## src/rtl/bpm_packet_framer.sv

```systemverilog
// Frames each accepted FA position sample (X/Y/S plus clip flags and BPM index) into a
// four-word AXI-Stream packet for the Aurora link, and keeps link statistics.
module bpm_packet_framer #(
  parameter int unsigned DATA_WIDTH     = 32,
  parameter int unsigned ADC_COUNT      = 4,
  parameter int unsigned FOFB_IDX_WIDTH = 9
) (
  input  logic                      auroraUserClk,
  input  logic                      auroraUserReset,

  input  logic                      faStrobe,
  input  logic [DATA_WIDTH-1:0]     faX,
  input  logic [DATA_WIDTH-1:0]     faY,
  input  logic [DATA_WIDTH-1:0]     faS,
  input  logic [ADC_COUNT-1:0]      clippedAdc,
  input  logic [FOFB_IDX_WIDTH-1:0] fofbIndex,

  input  logic                      enable,
  input  logic                      channelUp,
  input  logic                      counterClear,

  output logic                      axisTxTvalid,
  output logic                      axisTxTlast,
  output logic [DATA_WIDTH-1:0]     axisTxTdata,
  input  logic                      axisTxTready,

  output logic [15:0]               packetCount,
  output logic [15:0]               overrunCount,
  output logic [15:0]               dropCount,
  output logic [15:0]               abortCount
);

  typedef enum logic [2:0] {
    StIdle,
    StHdr,
    StWx,
    StWy,
    StWs
  } state_e;

  state_e                    r_state;
  logic                      r_valid;
  logic                      r_last;
  logic [DATA_WIDTH-1:0]     r_data;
  logic [7:0]                r_seq;

  logic [DATA_WIDTH-1:0]     r_x;
  logic [DATA_WIDTH-1:0]     r_y;
  logic [DATA_WIDTH-1:0]     r_s;
  logic [ADC_COUNT-1:0]      r_clip;
  logic [FOFB_IDX_WIDTH-1:0] r_idx;

  logic [15:0]               r_packet_cnt;
  logic [15:0]               r_overrun_cnt;
  logic [15:0]               r_drop_cnt;
  logic [15:0]               r_abort_cnt;

  logic                      w_busy;
  logic                      w_hs;
  logic                      w_accept;
  logic                      w_complete;
  logic                      w_abort;
  logic                      w_overrun;
  logic                      w_drop;
  logic [31:0]               w_header;

  // Header is built from the live inputs because the holding registers load on the same edge.
  assign w_header   = {8'hA5, r_seq, 4'(clippedAdc), 3'b000, 9'(fofbIndex)};

  assign w_busy     = (r_state != StIdle);
  assign w_hs       = r_valid & axisTxTready;
  assign w_accept   = ~w_busy & faStrobe & enable & channelUp;
  assign w_drop     = ~w_busy & faStrobe & ~(enable & channelUp);
  assign w_overrun  = w_busy & faStrobe;
  assign w_complete = (r_state == StWs) & w_hs;
  // A link drop on the final handshake still counts as a delivered packet.
  assign w_abort    = w_busy & ~channelUp & ~w_complete;

  always_ff @(posedge auroraUserClk) begin
    if (auroraUserReset) begin
      r_state       <= StIdle;
      r_valid       <= 1'b0;
      r_last        <= 1'b0;
      r_data        <= '0;
      r_seq         <= 8'd0;
      r_x           <= '0;
      r_y           <= '0;
      r_s           <= '0;
      r_clip        <= '0;
      r_idx         <= '0;
      r_packet_cnt  <= 16'd0;
      r_overrun_cnt <= 16'd0;
      r_drop_cnt    <= 16'd0;
      r_abort_cnt   <= 16'd0;
    end else begin
      case (r_state)
        StIdle: begin
          if (w_accept) begin
            r_x     <= faX;
            r_y     <= faY;
            r_s     <= faS;
            r_clip  <= clippedAdc;
            r_idx   <= fofbIndex;
            r_state <= StHdr;
            r_valid <= 1'b1;
            r_last  <= 1'b0;
            r_data  <= DATA_WIDTH'(w_header);
          end
        end
        default: begin
          if (w_complete) begin
            r_state <= StIdle;
            r_valid <= 1'b0;
            r_last  <= 1'b0;
            r_data  <= '0;
            r_seq   <= r_seq + 8'd1;
          end else if (!channelUp) begin
            r_state <= StIdle;
            r_valid <= 1'b0;
            r_last  <= 1'b0;
            r_data  <= '0;
          end else if (w_hs) begin
            case (r_state)
              StHdr: begin
                r_state <= StWx;
                r_data  <= r_x;
              end
              StWx: begin
                r_state <= StWy;
                r_data  <= r_y;
              end
              StWy: begin
                r_state <= StWs;
                r_data  <= r_s;
                r_last  <= 1'b1;
              end
              default: r_state <= StIdle;
            endcase
          end
        end
      endcase

      if (counterClear) begin
        r_packet_cnt  <= 16'd0;
        r_overrun_cnt <= 16'd0;
        r_drop_cnt    <= 16'd0;
        r_abort_cnt   <= 16'd0;
      end else begin
        if (w_complete) r_packet_cnt <= r_packet_cnt + 16'd1;
        if (w_overrun && (r_overrun_cnt != 16'hFFFF)) r_overrun_cnt <= r_overrun_cnt + 16'd1;
        if (w_drop && (r_drop_cnt != 16'hFFFF)) r_drop_cnt <= r_drop_cnt + 16'd1;
        if (w_abort && (r_abort_cnt != 16'hFFFF)) r_abort_cnt <= r_abort_cnt + 16'd1;
      end
    end
  end

  assign axisTxTvalid = r_valid;
  assign axisTxTlast  = r_last;
  assign axisTxTdata  = r_data;
  assign packetCount  = r_packet_cnt;
  assign overrunCount = r_overrun_cnt;
  assign dropCount    = r_drop_cnt;
  assign abortCount   = r_abort_cnt;

endmodule

```

## config.mk

```make
export PLATFORM = sky130hd
export DESIGN_NAME = bpm_packet_framer
export DESIGN_NICKNAME = d
export VERILOG_FILES = /design/src/rtl/bpm_packet_framer.sv
export SDC_FILE = /design/constraint.sdc
export NUM_CORES = 1
export LEC_CHECK = 0
export CAP_MARGIN = 5
export CORE_MARGIN = 4
export CORE_UTILIZATION = 51
export CTS_BUF_LIST = sky130_fd_sc_hd__clkbuf_8
export DETAILED_ROUTE_END_ITERATION = 7
export PLACE_DENSITY = 0.92
export SKIP_LAST_GASP = 1
export SLEW_MARGIN = 10
export SYNTH_ARGS = -nofsm -noshare
export SYNTH_HDL_FRONTEND = slang
export SYNTH_SLANG_ARGS = --single-unit
```

## constraint.sdc

```tcl
create_clock -name auroraUserClk -period 2.7 [get_ports auroraUserClk]
set_clock_uncertainty 0.15 [all_clocks]
set_input_delay 0.54 -clock auroraUserClk [delete_from_list [all_inputs] [get_ports auroraUserClk]]
set_output_delay 0.54 -clock auroraUserClk [all_outputs]
set_load 0.02 [all_outputs]
```

**Word level (Yosys, flattened, before mapping)**

Index checks and enable logic that the tools add are counted.

- Add/sub/neg operators: 5
- Mux-type cells: 22
- Equality and inequality tests: 12
- Magnitude comparators: 0
- Shift operators: 0
- Reductions and logical operators: 12
- Divide/modulo/power cells: 0
- Multipliers: 0
- Bitwise gates (word level): 15

Operator list:

| operator | count |
|---|---|
| $mux W32 | 5 |
| $pmux W32 S3 | 1 |
| $add A16 B1 Y16 const B | 4 |
| $ne A16 B16 Y1 const B | 3 |
| $mux W3 | 5 |
| $and A1 B1 Y1 | 10 |
| $mux W1 | 10 |
| $pmux W3 S3 | 1 |
| $add A8 B1 Y8 const B | 1 |
| $ne A4 B1 Y1 const B | 2 |
| $reduce_and A2 Y1 | 4 |
| $eq A3 B2 Y1 const B | 2 |
| $ne A6 B1 Y1 const B | 1 |
| $reduce_and A3 Y1 | 2 |
| $not A1 Y1 | 5 |
| $eq A3 B1 Y1 const B | 1 |
| $eq A3 B3 Y1 const B | 1 |
| $logic_and A1 B1 Y1 | 3 |
| $logic_not A3 Y1 | 1 |
| $ne A3 B1 Y1 const B | 1 |
| $reduce_bool A3 Y1 | 1 |
| $ne A2 B2 Y1 const B | 1 |
| $reduce_or A2 Y1 | 1 |

- Word-level logic and storage cells: 78
- Memories: 0
- Input port bits: 116
- Flip-flop bits (word level): 205
- Memory bits (read-only): 0
- Bits in latches: 0
- RAM bits: 0

**Longest topological paths before layout**

- Depth after elaboration: 7
- Gate-level depth with buffers: 8
- Gate-level depth less buffers: 6

**Worst setup path before layout**

Ideal clock, no wire load.

- Path kind: reg2reg
- From: register r_overrun_cnt[0] (netlist: overrunCount[0])
- To: register r_overrun_cnt[7] (netlist: overrunCount[7])
- Setup slack: 491 ps
- Clock period less this slack: 2209 ps
- Required time: 2422 ps
- Arrival time: 1931 ps
- Cell stages (with the launch flop): 7
- Cells stage by stage: dfxtp_1 > ha_1 > nand4_1 > nor4_1 > nand4b_1 > xor2_1 > nor2_1

- Cells in the longest elaborated chain, start to end: 2
- Elaborated cells on any way between the ends: 3
- Those cells by class: add/sub (1); eq/ne (1); reduce/logical (1)

RTL lines:

| what | RTL line | source |
|---|---|---|
| start: declaration | 54 | `logic [15:0] r_overrun_cnt;` |
| start signal: assignment | 150 | `if (w_overrun && (r_overrun_cnt != 16'hFFFF)) r_overrun_cnt <= r_overrun_cnt + 16'd1;` |
| branches (longest 2 deep; another with $add A16 B1 Y16) | -- |  |

Parallel ways; which one is timed is not known.
A chain may end at the register's enable or synchronous reset.

**Worst setup path after layout**

- From: register r_state[2]
- To: register r_drop_cnt[5] (netlist: dropCount[5])

- Cells in the longest elaborated chain, start to end: 5

RTL lines:

| what | RTL line | source |
|---|---|---|
| start: declaration | 41 | `state_e r_state;` |
| start signal: assignment | 81 | `r_state <= StIdle;` |
| start signal: assignment | 104 | `r_state <= StHdr;` |
| start signal: assignment | 112 | `r_state <= StIdle;` |
| $reduce_bool A3 Y1 | 70 | `assign w_busy = (r_state != StIdle);` |
| $not A1 Y1 | 73 | `assign w_drop = ~w_busy & faStrobe & ~(enable & channelUp);` |
| $and A1 B1 Y1 (2 in a row) | 73 |  |
| $logic_and A1 B1 Y1 | 151 | `if (w_drop && (r_drop_cnt != 16'hFFFF)) r_drop_cnt <= r_drop_cnt + 16'd1;` |
| end signal: assignment | 151 |  |
| end: declaration | 55 | `logic [15:0] r_drop_cnt;` |

Every way passes these cells.

==> results.toml <==
[status]
outcome = "finished clean"

[cts]
cts_buffers = 35
cts_tree = "done"
cts_setup_buffers = 0
clockBufferDepth = 3
clk_pin_slew_ns = 0.06
postCtsHoldBufs = 0
clk_latency_ns = 0.53
root_buffer = "clkbuf_8"
cts_resized = 0
cts_num_sinks = 205
cts_max_level = 2

[placed_design]
post-place-ws_ns = -0.1036
gp_congestion = 0.8494
hpwl_mm = 17.93
placed_cells = 1470
portBuffers = 213

[global_routing]
grt_max_degree = 142
gr-total-overflow = 0
first_global_vias = 8236
antenna_found_initial = 0
grt_first_pass_wirelength_mm = 40.80
grt_util_all_layers_pct = 25.29

[logic_synthesis]
yosys.area.top_type = "dfxtp_1"
synth_most_common_cell = "nand2_1"
synthCells = 1081
synthFlopType = "dfxtp_1"
mappedNetlistArea_mm2 = 0.008802
synth.distinct_cells = 48
synthTopCellsByCount = "nand2_1, dfxtp_1, nor2_1"
synth_fp_nets = 1202
syn_avg_cell_area_um2 = 8.143
yosysSeqAreaShare_pct = 46.62
ys_async_sr_fraction_pct = 0
ys_warn_count = 0
synth-edff-count = 0
synth_top_area_share_pct = 46.62
synthTopCellsByArea = "dfxtp_1, nand2_1, a21oi_1"
ys_seq_elements = 205

[layout]
final_core_util_pct = 71.04
final_cells = 1529
drive_gt1_share_pct = 7.487
n_antenna_cell = 0
nets = 1408
area_growth_pct = 35.27

[route]
ant_nets = 0
vias = 8624
wl_met3_mm = 2.266
routed_wl_mm = 26.09
wl_met2_mm = 12.34
drt-met1-wl_mm = 10.76
drc_errors = 0
drt_iter0_drc = 656
avgViaCountPerCell = 5.640
top_layer_used = "met4"
dr.pass1.iters = 5
drt-wirelength-per-cell_um = 17.06

[setup_path]
path_max_fanout = 12
endpoint_kind = "register"
slowest_stage = "dfxtp_1"
slowest_delay_ns = 0.52
worstPathCellList = "nor4b_4 -> buf_4 -> nand4_1 -> nor4b_1 -> xnor2_1 -> nor2_1"
r2r_slack_ns = 0.24
cp-start-kind = "register"
worstSetupPathType = "register to register"
arrival_ns = 2.66
critPathRequiredTime_ns = 2.90

[flow_run]
drv_cap = 0

[die]
die_w_um = 139.4
start_util_pct = 52.52
die_h_um = 139.4
io_pins = 214
design.core.area_mm2 = 0.01676
rows = 47
dieArea_mm2 = 0.01943

[pwr]
power_density_mw_per_mm2 = 570.8
total_power_w = 0.006796
vdd_drop_max_uv = 535.3
leakagePower_nw = 3.890

[timing]
setup_slack_ns = 0.2411
worst_slew_pin_slew_ns = 1.174
setup_viol = 0
rsz0062_at_grt = "no"
post-route-period-util_pct = 91.07
finalMaxSlewViolations = 0
whs_ns = 0.3049
period_minus_slack_ns = 2.459
fmax_mhz = 406.7
finalHoldViolations = 0
max_slew_margin_pct = 21.72

[hold_path]
hp-class = "register to register"
## cell usage in the layout, fill, tap and decap left out, drive strengths merged, types with 2 or more instances in the layout
cell type | netlist | layout
a211oi | 47 | 47
a21boi | 2 | 2
a21oi | 116 | 116
and2 | 3 | 3
and3 | 5 | 5
and4 | 6 | 6
buf | 20 | 30
clkbuf | 53 | 43
clkdlybuf4s50 | 0 | 212
clkinv | 0 | 5
dfxtp | 205 | 205
ha | 5 | 5
inv | 7 | 18
mux2i | 35 | 35
nand2 | 235 | 235
nand3 | 23 | 23
nand4 | 22 | 22
nor2 | 126 | 126
nor2b | 4 | 4
nor3 | 41 | 41
nor3b | 5 | 5
nor4 | 15 | 15
nor4b | 5 | 5
o2111ai | 12 | 12
o21ai | 6 | 6
o31ai | 2 | 2
or2 | 3 | 3
or3 | 5 | 5
xnor2 | 46 | 46
xor2 | 16 | 16
## cells by family after synthesis
| kind of cell | after synthesis | share of synthesized area, % |
|---|---|---|
| xor gates and xnor gates | 62 | 6.169 |
| adders and majority gates | 5 | 0.7107 |
| DFF | 205 | 46.62 |
| AOI/OAI and AO/OA | 192 | 13.31 |
| muxes | 35 | 3.980 |
| buffers and inverters | 80 | 3.682 |
| and+or+nand+nor | 502 | 25.53 |
## report_power, final
group / leakage, nW / switching (W) / internal [W]
logic: 1.84 / 0.000475 / 0.000415
registers: 1.66 / 0.0000695 / 0.00313
clock network: 0.386 / 0.00125 / 0.00145
total: 3.89 / 0.00180 / 0.00500
## routing by layer
metal / vias to the layer above / GRT usage, %
li1: 4124 / -
met1: 4066 / 31.54
met2: 380 / 43.03
met3: 54 / 5.557
met4: 0 / 9.269
met5: - / 0
## metrics by stage
stage / area (um2) / TNS (ns)
floorplan: 8802 / 0
global placement: 11230 / -0.03532
detailed placement: 11230 / -0.2828
CTS: 11910 / 0
global route: 11910 / 0
finish: 11910 / 0
## path summary, 6_finish.rpt
path                                endpoint        from  cells past startpoint
worst min-delay path                 r_y[17]     r_y[17]                      2
worst max register to register  dropCount[5]  r_state[2]                      6
worst min register to register       r_y[17]     r_y[17]                      2
worst max-delay path            dropCount[5]  r_state[2]                      6
## worst max-delay path: cells and delay by family, from the launching register on
family	cells	cell delay (ns)
xor+xnor	1	0.17
buf+inv	1	0.19
flops	1	0.52
simple gates	4	1.27
## sequential cells by signal, indices dropped and copies added, names as in the netlist, 3 cells and up
name	cells
r_state	3
r_s	32
axisTxTdata	32
dropCount	16
packetCount	16
r_seq	8
overrunCount	16
r_x	32
r_y	32
abortCount	16
## layout make-up
cell class                 count  area, um2
tap                          220      275.3
fill                        1269       4853
clock inverter                16      83.83
inverter                       7      26.28
timing repair buffer         242       2422
clock buffer                  43      591.8
multi-input combinational    796       4402
sequential                   205       4105
Note: power is estimated with default switching activity, not from simulation.
